**src/rtl/fir_pkg.sv**
```systemverilog
// Shared definitions for the FIR coefficient controller: FSM state type,
// default geometry and the coefficient set loaded at reset.
package fir_pkg;

    localparam int NTAPS = 9;
    localparam int CW    = 16;

    typedef enum logic [1:0] {
        ST_IDLE  = 2'd0,
        ST_LOAD  = 2'd1,
        ST_ARMED = 2'd2,
        ST_DRAIN = 2'd3
    } fir_state_e;

    // Symmetric low-pass set; element [k] is tap k (leftmost literal is tap 8).
    localparam logic [NTAPS-1:0][CW-1:0] DEFAULT_COEFFS = {
        16'h04F6, 16'h0AE4, 16'h1089, 16'h1496, 16'h160F,
        16'h1496, 16'h1089, 16'h0AE4, 16'h04F6
    };

endpackage

```
**src/rtl/coeff_bank.sv**
```systemverilog
// One bank of NTAPS x CW coefficient registers: single write port, every
// tap readable at once on a flat bus (tap k at bits [k*CW +: CW]).
module coeff_bank #(
    parameter int                  NTAPS = 9,
    parameter int                  CW    = 16,
    parameter int                  IW    = $clog2(NTAPS),
    parameter logic [NTAPS*CW-1:0] INIT  = '0
) (
    input  logic                clk,
    input  logic                rst,
    input  logic                we,
    input  logic [IW-1:0]       waddr,
    input  logic [CW-1:0]       wdata,
    output logic [NTAPS*CW-1:0] rdata
);

    logic [CW-1:0] mem [NTAPS];

    // Register file: reset to the default set, otherwise write one tap per beat.
    always_ff @(posedge clk) begin
        if (rst) begin
            // NOTE: this storage is reset on purpose -- the bank can be the
            // live filter set straight out of reset, so it must hold a known
            // valid set rather than whatever the flops power up with.
            for (int k = 0; k < NTAPS; k++) begin
                mem[k] <= INIT[k*CW +: CW];
            end
        end else if (we) begin
            mem[waddr] <= wdata;
        end
    end

    for (genvar k = 0; k < NTAPS; k++) begin : g_rd
        assign rdata[k*CW +: CW] = mem[k];
    end

endmodule

```
**src/rtl/fir_coeff_ctrl.sv**
```systemverilog
// Double-buffered FIR coefficient loader. A stream of NTAPS coefficients
// fills the shadow bank; a correctly framed set is swapped in on the next
// sample boundary so the filter never sees a half-written set.
module fir_coeff_ctrl #(
    parameter int NTAPS = fir_pkg::NTAPS,
    parameter int CW    = fir_pkg::CW
) (
    input  logic                clk,
    input  logic                rst,
    input  logic                s_tvalid,
    output logic                s_tready,
    input  logic [CW-1:0]       s_tdata,
    input  logic                s_tlast,
    input  logic                sample_en,
    output logic [NTAPS*CW-1:0] h,
    output logic                active_bank,
    output logic                swap,
    output logic                load_err,
    output logic                busy
);

    import fir_pkg::*;

    localparam int            IW       = $clog2(NTAPS);
    localparam logic [IW-1:0] LAST_IDX = IW'(NTAPS - 1);

    // A single-beat set would make first and last beat coincide, which the
    // framing logic below does not handle.
    if (NTAPS < 2) begin : g_ntaps_check
        $error("fir_coeff_ctrl: NTAPS must be at least 2");
    end

    // Reset image for both banks: package defaults, sign-extended or
    // truncated to CW, zero for taps beyond the package set.
    function automatic logic [NTAPS*CW-1:0] default_set();
        logic [NTAPS*CW-1:0]           v;
        logic signed [fir_pkg::CW-1:0] c;
        v = '0;
        for (int k = 0; k < NTAPS; k++) begin
            if (k < fir_pkg::NTAPS) begin
                c = DEFAULT_COEFFS[k];
                v[k*CW +: CW] = CW'(c);
            end
        end
        return v;
    endfunction

    localparam logic [NTAPS*CW-1:0] INIT_SET = default_set();

    fir_state_e          state;
    logic [IW-1:0]       idx;
    logic                accept;
    logic                load_beat;
    logic                we0;
    logic                we1;
    logic [NTAPS*CW-1:0] rdata0;
    logic [NTAPS*CW-1:0] rdata1;

    assign s_tready  = (state != ST_ARMED);
    assign busy      = (state != ST_IDLE);
    assign accept    = s_tvalid && s_tready;
    assign load_beat = accept && (state == ST_IDLE || state == ST_LOAD);

    // Beats always land in the bank that is not driving h.
    assign we0 = load_beat &&  active_bank;
    assign we1 = load_beat && !active_bank;

    coeff_bank #(.NTAPS(NTAPS), .CW(CW), .IW(IW), .INIT(INIT_SET)) u_bank0 (
        .clk   (clk),
        .rst   (rst),
        .we    (we0),
        .waddr (idx),
        .wdata (s_tdata),
        .rdata (rdata0)
    );

    coeff_bank #(.NTAPS(NTAPS), .CW(CW), .IW(IW), .INIT(INIT_SET)) u_bank1 (
        .clk   (clk),
        .rst   (rst),
        .we    (we1),
        .waddr (idx),
        .wdata (s_tdata),
        .rdata (rdata1)
    );

    // Both banks are registers, so h changes only on the clock edge that
    // flips active_bank -- the same edge that raises swap.
    assign h = active_bank ? rdata1 : rdata0;

    // Load/arm/drain sequencing, bank selection and the one-cycle pulses.
    always_ff @(posedge clk) begin
        if (rst) begin
            state       <= ST_IDLE;
            idx         <= '0;
            active_bank <= 1'b0;
            swap        <= 1'b0;
            load_err    <= 1'b0;
        end else begin
            // NOTE: non-blocking throughout, so every branch below sees the
            // pre-edge state and idx, and the pulse defaults here are simply
            // overridden by a later assignment in the same edge.
            swap     <= 1'b0;
            load_err <= 1'b0;
            case (state)
                ST_IDLE, ST_LOAD: begin
                    if (accept) begin
                        if (idx == LAST_IDX) begin
                            idx   <= '0;
                            state <= s_tlast ? ST_ARMED : ST_DRAIN;
                        end else if (s_tlast) begin
                            // Short set: the partial shadow contents are
                            // dead; the next load overwrites every tap.
                            idx      <= '0;
                            load_err <= 1'b1;
                            state    <= ST_IDLE;
                        end else begin
                            idx   <= idx + 1'b1;
                            state <= ST_LOAD;
                        end
                    end
                end
                ST_DRAIN: begin
                    if (accept && s_tlast) begin
                        load_err <= 1'b1;
                        state    <= ST_IDLE;
                    end
                end
                ST_ARMED: begin
                    if (sample_en) begin
                        active_bank <= ~active_bank;
                        swap        <= 1'b1;
                        state       <= ST_IDLE;
                    end
                end
                default: state <= ST_IDLE;
            endcase
        end
    end

endmodule

```
**config.mk**
```make
export PLATFORM = sky130hd
export DESIGN_NAME = fir_coeff_ctrl
export DESIGN_NICKNAME = d
export VERILOG_FILES = /design/src/rtl/fir_pkg.sv /design/src/rtl/coeff_bank.sv /design/src/rtl/fir_coeff_ctrl.sv
export SDC_FILE = /design/constraint.sdc
export NUM_CORES = 1
export LEC_CHECK = 0
export ABC_CLOCK_PERIOD_IN_PS = 2000
export BUFFER_PORTS_ARGS = -buffer_cell sky130_fd_sc_hd__buf_2
export CAP_MARGIN = 10
export CORE_ASPECT_RATIO = 0.6
export CORE_MARGIN = 2
export CORE_UTILIZATION = 52
export CTS_BUF_LIST = sky130_fd_sc_hd__clkbuf_16
export DETAILED_ROUTE_END_ITERATION = 10
export PLACE_DENSITY = 0.85
export RECOVER_POWER = 50
export SLEW_MARGIN = 20
export SYNTH_ARGS = -nofsm -noshare
export SYNTH_HDL_FRONTEND = slang
export SYNTH_SLANG_ARGS = --single-unit
```
**constraint.sdc**
```tcl
create_clock -name clk -period 2 [get_ports clk]
set_input_delay 0.3 -clock clk [delete_from_list [all_inputs] [get_ports clk]]
set_output_delay 0.3 -clock clk [all_outputs]
set_load 0.005 [all_outputs]
```
==> run_results.csv <==
group,metric,value,unit
outcome,status,"complete, but fails checks",
outcome,violations,"setup timing",
synth,synth-edff-count,288,
final_layout,final_area,16400,um^2
grt,grt_pass1_wl,52900,um
clock_tree,clk_latency,550,ps
clock_tree,cts_buffers,26,
grt,grt_pass1_vias,8710,
placement,gp_congestion,0.933,
placement,dp_hpwl,24200,um
synth,ys_ff_latch,297,
synth,synthesis.area,12800,um^2
setup_path,start_kind,"flip-flop",
synth,synth_area_leader_cell,"edfxtp_1",
die,ios,170,
hold_path,hold_path.class,"in2reg",
clock_tree,htree_levels,1,
die,dieArea,26000,um^2
synth,syn-num-nets,975,
detailed_routing,drt-pass1-iter-count,8,
synth,synthDominantCellAreaShare,67.4,%
final_layout,finalNonFillerCells,1511,
synth,synthCells,950,
setup_path,cp_max_fo,6,
synth,synth_flop_cell,"edfxtp_1",
placement,placed_cell_area,14700,um^2
timing,fmax,445,MHz
clock_tree,clkSlewWorstSetupHoldPaths,70,ps
timing,period_needed,2250,ps
die,core,24200,um^2
final_layout,antenna_cells,0,
detailed_routing,drt_wl_total,37600,um
power,irDropWorstVdd,0.000761,V
clock_tree,cts_buffer_depth,3,
timing,slew_viol_final,0,
final_layout,syn2layout_area_growth,27.5,%
setup_path,cpMostUsedCell,"buf_12",
clock_tree,cts-hold-fix-buffers,0,
placement,port_buffers,169,
placement,post-place-ws,34.4,ps
clock_tree,cts_tree,"done",
timing,tightest_slew,696,ps
grt,grt-ovfl-total,0,
timing,rsz0062_at_grt,"true",
timing,fin_ws,-245,ps
timing,max_slew_margin,53.6,%
synth,synth_area_leaders,"edfxtp_1 67%, mux2_2 13%, nor2_1 5.0%",
synth,seq_area_frac_synth,68.8,%
die,die_h,126,um
clock_tree,cts-root-buf,"clkbuf_16",
grt,track_usage,27.9,%
power,power_density,800,nW/um^2
power,leakagePower,5.84,nW
setup_path,critical-path-max-stage-delay,360,ps
synth,synth.avg_cell_area,13.5,um^2
setup_path,end_kind,"output port",
synth,yosysWarnings,0,
detailed_routing,via_per_inst,6.05,
synth,synth.most_common_cell,"edfxtp_1",
die,num_rows,44,
grt,antenna_found_initial,0,
placement,dp.cells,1450,
detailed_routing,routedWlPerCell,24.9,um
setup_path,cp.required,1700,ps
timing,hold_violations,0,
timing,hold_slack,112,ps
detailed_routing,detail-route-antenna-nets,0,
setup_path,crit_chain,"buf_12 > buf_16 > buf_12 > clkbuf_16 > mux2_4 > buf_6",
synth,synth_cell_types,40,
final_layout,drive_above_1_share,39.1,%
synth,synth.top_cells.by_count,"288 x edfxtp_1, 170 x nor2_1, 144 x mux2_2",
timing,clock_skew,21.3,ps
setup_path,critPathKind,"reg2out",
timing,setup-violations-final,146,
setup_path,arrival,1950,ps
detailed_routing,post-route-drc-count,0,
die,initial_core_util,53.0,%
grt,grt_start_max_net_pins,45,
detailed_routing,vias,9144,
final_layout,nets,1195,
timing,finalCritPeriodShare,112,%
synth,synth-async-reset-ratio,0,%
flow_run,drv_cap,0,
detailed_routing,drt-initial-drc-count,1180,
die,fp.dieW,207,um
setup_path,slowest_stage,"dfxtp_4",
clock_tree,cts_sinks,297,
worst paths after layout:
kind / endpoint / from / slack [ps] / cells past startpoint
setup / recovery: h[23] / active_bank / -250 / 6
hold / removal: idx[3] / s_tlast / 110 / 3
setup reg to reg: u_bank1.mem[7][5] / state[1] / -60 / 3
hold reg to reg: idx[1] / idx[1] / 530 / 2
repair_timing:
| action | 4_1_cts | 5_1_grt |
|---|---|---|
| gates cloned | 3 | 2 |
| buffers inserted | 10 | 3 |
| resized for setup | 88 | 59 |
| endpoints found under the setup margin | 137 | 189 |
layout make-up:
type / count / area, um^2
Sequential cell: 297 / 8830
Fill cell: 1567 / 7860
Multi-Input combinational cell: 581 / 3980
Timing Repair Buffer: 259 / 2310
Clock buffer: 26 / 651
Tap cell: 322 / 403
Clock inverter: 21 / 169
Inverter: 5 / 18.8
kinds of logic (layout without fill, tap and decap cells):
logic type                 after synthesis  count (layout)  share of synthesized area (%)
adders and majority gates                4               4                          0.390
buffers and inverters                   72             311                           2.40
xor gates and xnor gates                 1               1                         0.0683
muxes                                  144             144                           12.6
and+or+nand+nor                        406             406                           14.3
AOI/OAI and AO/OA                       26              26                           1.41
DFF                                    297             297                           68.8
state kept, by name, indices dropped and copies added (netlist names):
name and flops:
active_bank 1, u_bank0.mem 144, state 2, load_err 1, u_bank1.mem 144, swap 1
idx 4
metrics by stage:
step	util [%]	TNS, ps	power (mW)
2_1_floorplan	-	-2380	7.60
3_3_place_gp	60.7	0	8.10
3_5_place_dp	60.7	0	8.12
4_1_cts	66.5	-17220	13.0
5_1_grt	67.5	-22430	13.4
6_report	67.5	-19170	13.1
critical path: cells and delay by family, from the launching register on:
family	cells	cell delay (ps)
muxes	1	330
buffers and inverters	5	720
DFF	1	360
metal layers:
metal,part of all wire [%],global-route usage [%]
met1,39,40.1
met2,44,41.0
met3,13,8.59
met4,3.4,8.47
met5,0,0
cell usage in the layout (no fill, tap or decap), drive strengths merged, types with 2 or more instances in the layout:
| cell type | Yosys | routed |
|---|---|---|
| a21o | 18 | 18 |
| a21oi | 3 | 3 |
| and2 | 6 | 6 |
| and3 | 34 | 34 |
| buf | 11 | 251 |
| bufinv | 0 | 2 |
| clkbuf | 56 | 33 |
| clkinv | 0 | 11 |
| clkinvlp | 0 | 3 |
| dfxtp | 9 | 9 |
| edfxtp | 288 | 288 |
| ha | 4 | 4 |
| inv | 5 | 10 |
| mux2 | 144 | 144 |
| nand2 | 133 | 133 |
| nand2b | 3 | 3 |
| nand3 | 3 | 3 |
| nand3b | 16 | 16 |
| nand4 | 4 | 4 |
| nor2 | 170 | 170 |
| nor2b | 14 | 14 |
| nor3 | 2 | 2 |
| nor4b | 2 | 2 |
| o21ai | 2 | 2 |
| or3 | 11 | 11 |
| or4b | 2 | 2 |
where the power goes:
part           total (mW)  switching [mW]  internal [mW]  leakage (nW)
logic                1.17           0.643          0.529          2.74
clock network        4.91            2.27           2.64         0.414
registers            7.01          0.0550           6.96          2.68
No activity file was read; power rests on OpenSTA's default activity.
